--- src/rtl/inst_encoder.sv ---
// inst_encoder: turns LEGv8 instruction requests into 32-bit words and
// writes them, one per handshake, into instruction memory.
// Optional immediate range checking is enabled by defining INST_ENC_RANGECHK_EN;
// without it, immediates are truncated to their field width.
module inst_encoder #(
    parameter int DEPTH = 64,
    parameter int AW    = 6
) (
    input  logic          clk,
    input  logic          rst_n,
    input  logic          req_valid,
    output logic          req_ready,
    input  logic [3:0]    req_op,
    input  logic [4:0]    req_rd,
    input  logic [4:0]    req_rn,
    input  logic [4:0]    req_rm,
    input  logic [25:0]   req_imm,
    output logic          mem_wr_en,
    output logic [AW-1:0] mem_addr,
    output logic [31:0]   mem_wdata,
    input  logic          mem_wr_ack,
    output logic          err,
    output logic          done,
    output logic          full
);

    localparam logic [3:0] OP_LDUR = 4'd0;
    localparam logic [3:0] OP_STUR = 4'd1;
    localparam logic [3:0] OP_ADD  = 4'd2;
    localparam logic [3:0] OP_ADDI = 4'd3;
    localparam logic [3:0] OP_SUB  = 4'd4;
    localparam logic [3:0] OP_AND  = 4'd5;
    localparam logic [3:0] OP_ORR  = 4'd6;
    localparam logic [3:0] OP_CBZ  = 4'd7;
    localparam logic [3:0] OP_CBNZ = 4'd8;
    localparam logic [3:0] OP_B    = 4'd9;
    localparam logic [3:0] OP_HALT = 4'd10;

    localparam logic [AW-1:0] LAST_ADDR = AW'(DEPTH - 1);

    typedef enum logic [1:0] {
        IDLE,
        WRITE,
        DONE
    } state_t;

    state_t          r_state;
    logic            r_wr_en;
    logic [AW-1:0]   r_addr;
    logic [31:0]     r_wdata;
    logic            r_is_halt;
    logic            r_err;
    logic            r_done;
    logic            r_full;

    logic [31:0]     w_word;
    logic            w_op_ok;
    logic            w_req_ok;

    // Encode the current request into its instruction word and flag invalid ops
    always_comb begin
        w_word  = '0;
        w_op_ok = 1'b1;
        unique case (req_op)
            OP_LDUR: w_word = {11'b11111000010, req_imm[8:0], 2'b00, req_rn, req_rd};
            OP_STUR: w_word = {11'b11111000000, req_imm[8:0], 2'b00, req_rn, req_rd};
            OP_ADD:  w_word = {11'b10001011000, req_rm, 6'd0, req_rn, req_rd};
            OP_ADDI: w_word = {10'b1001000100, req_imm[11:0], req_rn, req_rd};
            OP_SUB:  w_word = {11'b11001011000, req_rm, 6'd0, req_rn, req_rd};
            OP_AND:  w_word = {11'b10001010000, req_rm, 6'd0, req_rn, req_rd};
            OP_ORR:  w_word = {11'b10101010000, req_rm, 6'd0, req_rn, req_rd};
            OP_CBZ:  w_word = {8'b10110100, req_imm[18:0], req_rd};
            OP_CBNZ: w_word = {8'b10110101, req_imm[18:0], req_rd};
            OP_B:    w_word = {6'b000101, req_imm[25:0]};
            OP_HALT: w_word = '1;
            default: w_op_ok = 1'b0;
        endcase
    end

`ifdef INST_ENC_RANGECHK_EN
    logic w_imm_ok;

    // Signed fields fit when every bit above the field copies the field's sign bit
    always_comb begin
        w_imm_ok = 1'b1;
        case (req_op)
            OP_ADDI:           w_imm_ok = (req_imm[25:12] == '0);
            OP_LDUR, OP_STUR:  w_imm_ok = (req_imm[25:8] == '0) || (req_imm[25:8] == '1);
            OP_CBZ, OP_CBNZ:   w_imm_ok = (req_imm[25:18] == '0) || (req_imm[25:18] == '1);
            default:           w_imm_ok = 1'b1;
        endcase
    end

    assign w_req_ok = w_op_ok && w_imm_ok;
`else
    assign w_req_ok = w_op_ok;
`endif

    assign req_ready = (r_state == IDLE);
    assign mem_wr_en = r_wr_en;
    assign mem_addr  = r_addr;
    assign mem_wdata = r_wdata;
    assign err       = r_err;
    assign done      = r_done;
    assign full      = r_full;

    // Control FSM: accept in IDLE, hold the write until acked, park in DONE
    always_ff @(posedge clk or negedge rst_n) begin
        if (!rst_n) begin
            r_state   <= IDLE;
            r_wr_en   <= 1'b0;
            r_addr    <= '0;
            r_wdata   <= '0;
            r_is_halt <= 1'b0;
            r_err     <= 1'b0;
            r_done    <= 1'b0;
            r_full    <= 1'b0;
        end else begin
            r_err <= 1'b0;
            case (r_state)
                IDLE: begin
                    if (req_valid) begin
                        if (w_req_ok) begin
                            r_wdata   <= w_word;
                            r_is_halt <= (req_op == OP_HALT);
                            r_wr_en   <= 1'b1;
                            r_state   <= WRITE;
                        end else begin
                            r_err <= 1'b1;
                        end
                    end
                end
                WRITE: begin
                    if (mem_wr_ack) begin
                        r_wr_en <= 1'b0;
                        if (r_is_halt) begin
                            r_done  <= 1'b1;
                            r_full  <= (r_addr == LAST_ADDR);
                            r_state <= DONE;
                        end else if (r_addr == LAST_ADDR) begin
                            r_full  <= 1'b1;
                            r_state <= DONE;
                        end else begin
                            r_addr  <= r_addr + 1'b1;
                            r_state <= IDLE;
                        end
                    end
                end
                DONE: begin
                    r_state <= DONE;
                end
                default: begin
                    r_state <= IDLE;
                end
            endcase
        end
    end

endmodule
--- config.mk ---
export PLATFORM = sky130hd
export DESIGN_NAME = inst_encoder
export DESIGN_NICKNAME = d
export VERILOG_FILES = /design/src/rtl/inst_encoder.sv
export SDC_FILE = /design/constraint.sdc
export NUM_CORES = 1
export LEC_CHECK = 0
export ABC_AREA = 0
export CAP_MARGIN = 30
export CORE_UTILIZATION = 40
export CTS_CLUSTER_SIZE = 8
export DETAILED_ROUTE_END_ITERATION = 12
export GPL_TIMING_DRIVEN = 0
export PLACE_DENSITY_LB_ADDON = 0.15
export SLEW_MARGIN = 20
export SYNTH_ARGS = -nofsm -noshare
export SYNTH_HDL_FRONTEND = slang
export SYNTH_SLANG_ARGS = --single-unit
--- constraint.sdc ---
create_clock -name clk -period 2.2 [get_ports clk]
set_input_delay 0.44 -clock clk [delete_from_list [all_inputs] [get_ports clk]]
set_output_delay 0.44 -clock clk [all_outputs]
set_load 0.05 [all_outputs]
======== Word level (Yosys, flattened, before mapping) ========
Index checks and enable logic that the tools add are counted.
cells by class
  add/sub/neg operators ................... 1
  eq/ne operators ......................... 16
  mux-type cells .......................... 17
  bitwise gates (word level) .............. 2
  reduce and logical (&&, ||, !) cells .... 11
operators by type and width
  operator                                                                 number
  32-bit one-hot mux with 11 select lines                                  1
  4-bit by 3-bit == test with 1-bit output, second input constant          4
  4-bit == test, second input constant                                     3
  3-bit AND reduction                                                      4
  11-bit OR reduction                                                      1
  2-bit two-way mux                                                        5
  1-bit two-way mux                                                        9
  4-bit by 2-bit == test with 1-bit output, second input constant          2
  4-bit AND reduction                                                      2
  6-bit by 1-bit adder with 6-bit output, second input constant            1
  6-bit == test, second input constant                                     1
  2-bit one-hot mux with 3 select lines                                    1
  4-bit by 1-bit == test with 1-bit output, second input constant          1
  4-bit zero test                                                          1
  2-bit inequality test, second input constant                             2
  2-bit nonzero test                                                       2
  2-bit by 1-bit == test with 1-bit output, second input constant          1
  2-bit == test, second input constant                                     1
  2-bit zero test                                                          1
  2-bit by 1-bit inequality test with 1-bit output, second input constant  1
  1-bit NOT                                                                2
  1-bit one-hot mux with 2 select lines                                    1
storage, ports and cells
  bits in registers ....................... 45
  input port bits ......................... 49
  output and inout port bits .............. 43

======== Depth between registers and ports, before layout ========
Gate-level depths: netlist of the first run.
  word-level depth ........................ 6
  depth in mapped cells ................... 7
  gate-level depth less buffers ........... 5

======== Worst setup path after synthesis of the first run ========
Ideal clock, no wire load.
  path kind ............................... register to register
  start ................................... reg r_addr[0], in the netlist mem_addr[0]
  end ..................................... reg r_addr[1], in the netlist mem_addr[1]
  library setup time ...................... 125 ps
  arrival ................................. 1,843 ps
  required time ........................... 2,075 ps
  path slack .............................. 232 ps
  stages on the path, launching flop included .. 5
  path buffers ............................ 0
  clock period less this slack ............ 1,968 ps
  path through ............................ dfrtp_1 ha_1 and3_1 a311oi_2 mux2_2
between the ends
  word-level cells in the longest chain between the ends .. 3
  elaborated cells between the ends (all ways) .. 4
RTL lines
  item                                                                            line  RTL
  start, declared                                                                 49    logic [AW-1:0] r_addr;
  start signal, assigned                                                          144   r_addr <= r_addr + 1'b1;
  branches (longest 3 deep; another with 6-bit by 1-bit adder with 6-bit output)  -
Parallel ways; which one is timed is not known.
A chain may end at the register's enable or synchronous reset.

======== Worst setup path after layout of the first run ========
  start ................................... reg r_state[0]
  end ..................................... out req_ready
between the ends
  word-level cells in the longest chain between the ends .. 1
RTL lines
  item                    line  RTL
  start, declared         47    state_t r_state;
  start signal, assigned  110   r_state <= IDLE;
  start signal, assigned  127   r_state <= WRITE;
  start signal, assigned  139   r_state <= DONE;
  2-bit zero test         99    assign req_ready = (r_state == IDLE);
  end, declared           12    output logic req_ready,
Every way passes these cells.

==> impl_metrics.ini, run 1 <==
[clock_tree]
cts.htree.levels = 2
clkLatencyLatePin_ns = 0.30
clk_pin_slew_ns = 0.09
cts_made_buffers = 5
clock_path_buffers = 2
cts_root_buf = clkbuf_8
ctsHoldBuffers = 0
cts_num_sinks = 45
cts_tree = yes

[grt]
gr-usage-all-layers_pct = 25.47
grt_pass1_vias = 2391
grt_antenna_before_repair = 0
grt_max_degree = 32
globalRouteOverflowTotal = 0
grt_pass1_wl_mm = 12.19

[logic_synthesis]
synthTopCellsByArea = dfrtp_1 (46%), a221oi_1 (6.5%), a21oi_1 (6.4%), nor2_1 (5.7%), nand2_1 (3.2%)
synth_top_area_share_pct = 46.27
synth-edff-count = 0
netlist_instances = 263
yosysSeqAreaShare_pct = 46.27
yosysWarnings = 0
ys_async_sr_fraction_pct = 100.0
syn_avg_cell_area_um2 = 9.253
synth_common_cells = dfrtp_1 (45), nor2_1 (37), a21oi_1 (31)
synth.most_common_cell = dfrtp_1
syn_nets = 313
synth_top_flop_cell = dfrtp_1
yosys_register_bits = 45
syn-cell-area_um2 = 2434
post_synth_num_cell_types = 46
synth_top_area_cell = dfrtp_1

[critical_path]
cpLargestDelayFamily = buffers and inverters
worstPathArrival_ns = 1.65
worstPathRequired_ns = 1.76
crit_fanout = 7
path_class = reg2out
cp_num_buf_inv = 1
critPathSlowestCell = clkdlybuf4s50_1
start_kind = flip-flop
end_kind = primary output
path_cells = nor2_1, clkdlybuf4s50_1
slowest_delay_ns = 0.80

[drt]
firstDrtPassIters = 7
ant_nets = 0
drt_iter0_markers = 257
vias = 2530
vias_per_cell = 5.750
detail_route.wl_per_cell_um = 17.38
drt-total-wl_mm = 7.647
drc = 0

[pwr]
leakage_uw = 0.001462
power_uw = 5140
pwr_density_cell_nw_per_um2 = 1433
vdd_ir_drop_max_v = 0.0008597

[timing]
finalCritPeriodShare_pct = 95.21
fin_skew_ns = 0.003061
setup_viol = 0
period_needed_ns = 2.095
fmax_mhz = 477.4
grt_setup_unrepaired = false
whs_ns = 0.05207
slew_violations = 0
hold_viol_final = 0
relSlewSlack_pct = 41.78
worst_slew_pin_slew_ns = 0.8714

[placed_design]
hpwl_mm = 5.578
place.gp.congestion = 0.8673
port_buffers = 91

[die]
die_h_um = 80
core_um2 = 5886
die_w_um = 80
initial_core_util_pct = 41.35
ios = 92
die_area_um2 = 6400
rows = 28

[cells_and_area]
layout.nets = 414
drive_gt1_share_pct = 9.863
area_growth_pct = 47.40
diodes = 0

[worst_hold_path]
hp-class = in2async

[flow_run]
cap_viol_max_count = 0

[outcome]
status = finished clean
[area by class of cell]
type | instances | area (um^2)
inverters | 7 | 26.28
fillers | 522 | 2298
plain buffers | 18 | 113.9
clock buffers | 6 | 72.57
multi-input cells | 193 | 1175
clock inverters | 2 | 38.79
flip-flops and latches | 45 | 1126
well taps | 75 | 93.84
repair buffers | 94 | 940.9
[cells in the final DEF (no fill, tap or decap), types with 6 or more instances in the layout]
master,n
clkdlybuf4s50_1,90
dfrtp_1,45
nor2_1,37
a21oi_1,31
nand2_1,21
a221oi_1,18
nand3_1,10
buf_2,8
inv_1,7
a31oi_1,7
and3_1,6
nand2b_1,6
a22o_1,6
o21ai_0,6
[metrics by stage]
stage	cells	utilization [%]	setup TNS (ns)	worst slack (ns)	cell area, um^2
final	440	60.95	0	0.1055	3587
after CTS	438	60.57	0	0.07102	3565
after global routing	440	60.95	0	0.01113	3587
after detailed placement	430	58.67	-2.957	-0.2221	3453
after global placement	429	58.42	-30.94	-0.6284	3438
after floorplan	263	-	0	0.2320	2434
[timing repair]
item	CTS	global route
endpoints found under the setup margin	0	12
setup buffers	0	2
resized for setup	0	2
[final timing paths]
kind                       slack, ns  cells past startpoint            end         from
max                             0.11                      2      req_ready   r_state[0]
min                             0.05                      1  mem_wdata[25]        rst_n
max reg2reg                     0.34                      4    mem_addr[1]  mem_addr[0]
min reg2reg                     0.48                      1           done         done
max in group asynchronous       1.64                      2  mem_wdata[19]        rst_n
min in group clk                0.48                      1           done         done
[cells by family after synthesis]
group	count (synthesis)	share of synthesized area, %
flops	45	46.27
xor+xnor	4	1.440
compound gates	92	27.04
simple gates	94	18.15
fa+ha+maj	1	0.5141
buf+inv	25	5.655
mux	2	0.9254
[where the power goes]
group | switching (uW) | leakage (uW) | internal [uW]
Clock | 297 | 0.0000554 | 341
Combinational | 1960 | 0.000877 | 1070
Sequential | 265 | 0.000529 | 1210
[sequential cells by signal (all words and copies together) (netlist names)]
name,count
mem_wdata,32
mem_addr,6
r_state,2
done,1
err,1
full,1
mem_wr_en,1
r_is_halt,1
[worst reg2reg max path: cells and delay by family (launching register included)]
family	cells	cell delay, ns
compound gates	1	0.48
fa+ha+maj	1	0.25
flops	1	0.42
mux	1	0.39
simple gates	1	0.22
[per-layer routing]
layer	global-route usage [%]	routed length [um]
met5	0	0
met4	9.286	128
met3	4.800	638
met2	39.15	3505
met1	35.61	3374
Power figures use the tool's default switching activity.
==> run 2: changes to the inputs <==
PLACE_DENSITY = 0.74   (was unset)
PLACE_DENSITY_LB_ADDON = unset   (was 0.15)
==> impl_metrics.ini, run 2 (synthesized netlist as in run 1, its figures left out) <==
[critical_path]
critPathSlowestCell = clkdlybuf4s50_1
cpLargestDelayFamily = buffers and inverters
crit_fanout = 7
worstPathArrival_ns = 1.66
slowest_delay_ns = 0.81
cp_num_buf_inv = 1
path_cells = nor2_1, clkdlybuf4s50_1
start_kind = flip-flop
path_class = reg2out
worstPathRequired_ns = 1.76
end_kind = primary output

[clock_tree]
cts.htree.levels = 2
cts_tree = yes
clkLatencyLatePin_ns = 0.30
cts_num_sinks = 45
clock_path_buffers = 2
ctsHoldBuffers = 0
clk_pin_slew_ns = 0.08
cts_root_buf = clkbuf_8
cts_made_buffers = 5

[cells_and_area]
largest_reg_flops = 32
layout.nets = 414
drive_gt1_share_pct = 9.863
area_growth_pct = 47.61
diodes = 0
final_common_cell = clkdlybuf4s50_1
mostFrequentLayoutCells = clkdlybuf4s50_1 (90), dfrtp_1 (45), nor2_1 (37)
utilization_pct = 61.03

[timing]
setup_viol = 0
finalCritPeriodShare_pct = 95.24
fin_skew_ns = 0.01012
setup_ws_ns = 0.1048
fmax_mhz = 477.3
worst_slew_pin_slew_ns = 0.8136
grt_setup_unrepaired = false
slew_violations = 0
hold_viol_final = 0
period_needed_ns = 2.095
relSlewSlack_pct = 45.64
setup_tns_ns = 0

[placed_design]
dp_slack_ns = -0.2399
place.gp.congestion = 0.8825
port_buffers = 91
hpwl_mm = 5.603

[die]
die_h_um = 80
core_um2 = 5886
initial_core_util_pct = 41.35
die_w_um = 80
rows = 28
ios = 92
die_area_um2 = 6400

[grt]
globalRouteOverflowTotal = 0
grt_pass1_vias = 2388
grt_antenna_before_repair = 0
grt_max_degree = 26
grt_pass1_wl_mm = 11.83
gr-usage-all-layers_pct = 24.52

[drt]
firstDrtPassIters = 5
vias = 2469
drc = 0
vias_per_cell = 5.611
detail_route.wl_per_cell_um = 16.76
ant_nets = 0
drt-total-wl_mm = 7.374
drt_iter0_markers = 117

[pwr]
leakage_uw = 0.001466
pwr_density_cell_nw_per_um2 = 1429
vdd_ir_drop_max_v = 0.001152

[flow_run]
cap_viol_max_count = 0

[outcome]
status = finished clean

[worst_hold_path]
hp-class = in2async
## run 2: timing repair
action / CTS / global route
buffers inserted: 0 / 2
gates resized for setup: 0 / 1
setup endpoints to repair: 0 / 5
## run 2: worst register-to-register path, cell delays in order, from the launching register on
cell     delay, ns
dfrtp_1       0.44
or3b_1        0.40
buf_6         0.15
a21oi_2       0.26
buf_2         0.34
a21oi_1       0.12
## run 2: final cells by class
| cell class | instances | area (um^2) |
|---|---|---|
| Fill cell | 549 | 2293 |
| Multi-Input combinational cell | 193 | 1175 |
| Sequential cell | 45 | 1126 |
| Timing Repair Buffer | 94 | 948.4 |
| Buffer | 18 | 111.4 |
| Tap cell | 75 | 93.84 |
| Clock buffer | 6 | 72.57 |
| Clock inverter | 2 | 38.79 |
| Inverter | 7 | 26.28 |
## run 2: power by group
| group | internal [uW] | total (uW) | leakage (uW) | switching (uW) |
|---|---|---|---|---|
| clock network | 341 | 628 | 0.0000554 | 287 |
| logic | 1070 | 3020 | 0.000881 | 1960 |
| registers | 1210 | 1480 | 0.000529 | 276 |
| total | 2610 | 5130 | 0.00147 | 2520 |
## run 2: path summary, 6_finish.rpt
check | startpoint | to | slack [ns] | cells after the start
max in group asynchronous | rst_n | mem_wdata[14] | 1.53 | 2
min reg2reg | mem_wr_en | mem_wr_en | 0.48 | 1
min | rst_n | mem_wdata[24] | 0.15 | 1
min in group clk | mem_wr_en | mem_wr_en | 0.48 | 1
max reg2reg | r_state[0] | mem_wdata[24] | 0.37 | 5
max | r_state[0] | req_ready | 0.10 | 2
## run 2: per-layer routing
layer  vias up  GRT usage (%)  share of wire [%]  wire, um
met1      1163          32.78                 43      3190
li1       1170              -                  -         -
met3        16          5.829                8.5       630
met2       120          38.97                 46      3411
met4         0          8.036                1.9       142
met5         -              0                  0         0
## run 2: through the flow
stage / instances / total power, uW / hold slack, ns / instance area [um^2]
after global routing: 440 / 5407 / 0.1956 / 3592
after CTS: 438 / 5166 / 0.1783 / 3572
after floorplan: 263 / 3441 / 0.1444 / 2434
after detailed placement: 430 / 4524 / 0.4636 / 3461
after global placement: 429 / 4480 / 0.4584 / 3438
final: 440 / 5135 / 0.1504 / 3592
==> run 3: changes to the inputs <==
CAP_MARGIN = unset   (was 30)
CORE_UTILIZATION = 44   (was 40)
PLACE_DENSITY = 0.8   (was 0.74)
==> impl_metrics.ini, run 3 (synthesized netlist as in run 1, its figures left out) <==
[outcome]
status = finished clean

[pwr]
pwr_density_cell_nw_per_um2 = 1424
p_seq_share_pct = 29.5
leakage_uw = 0.001436
p_int_uw = 2497
power_uw = 5039
p_comb_share_pct = 60.3
sw_frac_of_total_pct = 50.44
switching_power_uw = 2542
vdd_ir_drop_max_v = 0.0009750
clkPwrFrac_pct = 10.1

[clock_tree]
cts_setup_buffers = 0
cts_tree = yes
cts_num_sinks = 45
ctsHoldBuffers = 0
ctsResizeCount = 0
clock_path_buffers = 2
cts.htree.levels = 2
clk_pin_slew_ns = 0.09
clkLatencyLatePin_ns = 0.30
cts_made_buffers = 5
cts_root_buf = clkbuf_8

[cells_and_area]
multi_input_area_um2 = 1170
layout.nets = 412
seq_area_um2 = 1126
largest_reg_flops = 32
mostFrequentLayoutCells = clkdlybuf4s50_1 (90), dfrtp_1 (45), nor2_1 (37)
final_common_cell = clkdlybuf4s50_1
nFillCells = 437
drive_gt1_share_pct = 8.815
area_growth_pct = 45.40
diodes = 0

[timing]
slew_violations = 0
period_needed_ns = 2.108
fin_skew_ns = 0.006357
finalCritPeriodShare_pct = 95.80
hold_viol_final = 0
relSlewSlack_pct = 45.20
whs_ns = 0.1624
setup_viol = 0
fmax_mhz = 474.5
grt_setup_unrepaired = false
worst_slew_pin_slew_ns = 0.8202

[placed_design]
hpwl_mm = 5.646
place.gp.congestion = 0.9406
port_buffers = 91

[drt]
firstDrtPassIters = 5
ant_nets = 0
vias = 2552
vias_per_cell = 5.894
drt_iter0_markers = 231
drt-total-wl_mm = 7.583
drc = 0
detail_route.wl_per_cell_um = 17.51

[critical_path]
slowest_delay_ns = 0.81
end_kind = primary output
r2r_start = r_state[0]
cpLargestDelayFamily = buffers and inverters
cp_num_buf_inv = 1
critPathCapture = req_ready
path_cells = nor2_1, clkdlybuf4s50_1
path_depth = 2
path_class = reg2out
r2r_slack_ns = 0.33
start_kind = flip-flop
critPathSlowestCell = clkdlybuf4s50_1
crit_fanout = 7
worstSetupStartpoint = r_state[0]
ff2ff_path_depth = 5
worstPathRequired_ns = 1.76
r2r-end = mem_wdata[24]
worstPathArrival_ns = 1.67

[die]
initial_core_util_pct = 46.75
ios = 92
rows = 26
die_area_um2 = 5832
die_w_um = 76.37
core_um2 = 5205
die_h_um = 76.37

[grt]
grt_antenna_before_repair = 0
gr-usage-all-layers_pct = 26.56
grt_max_degree = 26
globalRouteOverflowTotal = 0
grt_pass1_wl_mm = 12.08
grt_pass1_vias = 2479

[flow_run]
cap_viol_max_count = 0

[worst_hold_path]
hp-class = in2async
[run 3: worst register-to-register path, cell delays in order, from the launching register on]
cell and delay [ns]:
dfrtp_1 0.44, or3b_1 0.38, buf_6 0.15, a21oi_2 0.28, buf_2 0.36, a21oi_1 0.12
[run 3: worst min path at each step]
stage,slack [ns],endpoint,from,depth (start not counted)
2_1_floorplan,0.14,done,rst_n,0
3_3_place_gp,0.46,done,done,1
3_5_place_dp,0.47,done,done,1
4_1_cts,0.17,mem_wdata[27],rst_n,1
5_1_grt,0.19,mem_wdata[14],rst_n,1
6_report,0.16,mem_wdata[25],rst_n,1
[run 3: layout make-up]
cell class	instances	share of cell area [%]
timing repair buffer	92	26.38
multi-input combinational	193	33.06
inverter	7	0.7426
buffer	18	3.147
tap	70	2.475
clock buffer	7	2.157
sequential	45	31.82
clock inverter	1	0.2122
[run 3: power groups by stage]
stage | Sequential (uW) | Clock, uW | Combinational, uW
2_1_floorplan | 2680 | 0 | 762
3_3_place_gp | 1480 | 0 | 2990
3_5_place_dp | 1490 | 0 | 3040
4_1_cts | 1480 | 510 | 3050
5_1_grt | 1540 | 542 | 3190
6_report | 1490 | 511 | 3040
[run 3: through the flow]
step           setup TNS, ns  utilization [%]  instance area, um^2  instances  setup WS [ns]
5_1_grt                    0            67.98                 3538        433        0.01676
4_1_cts                    0            67.98                 3538        433        0.09636
2_1_floorplan              0                -                 2434        263         0.2320
3_3_place_gp          -27.29            65.94                 3432        424        -0.5706
6_report                   0            67.98                 3538        433        0.09248
3_5_place_dp          -2.896            66.37                 3455        425        -0.1862
[run 3: routing by layer]
layer | global-route usage, % | wire length (um) | vias to the layer above
met1 | 33.26 | 3051 | 1192
met3 | 7.784 | 823 | 19
li1 | - | - | 1170
met5 | 0 | 0 | -
met4 | 10.58 | 204 | 0
met2 | 43.06 | 3503 | 171
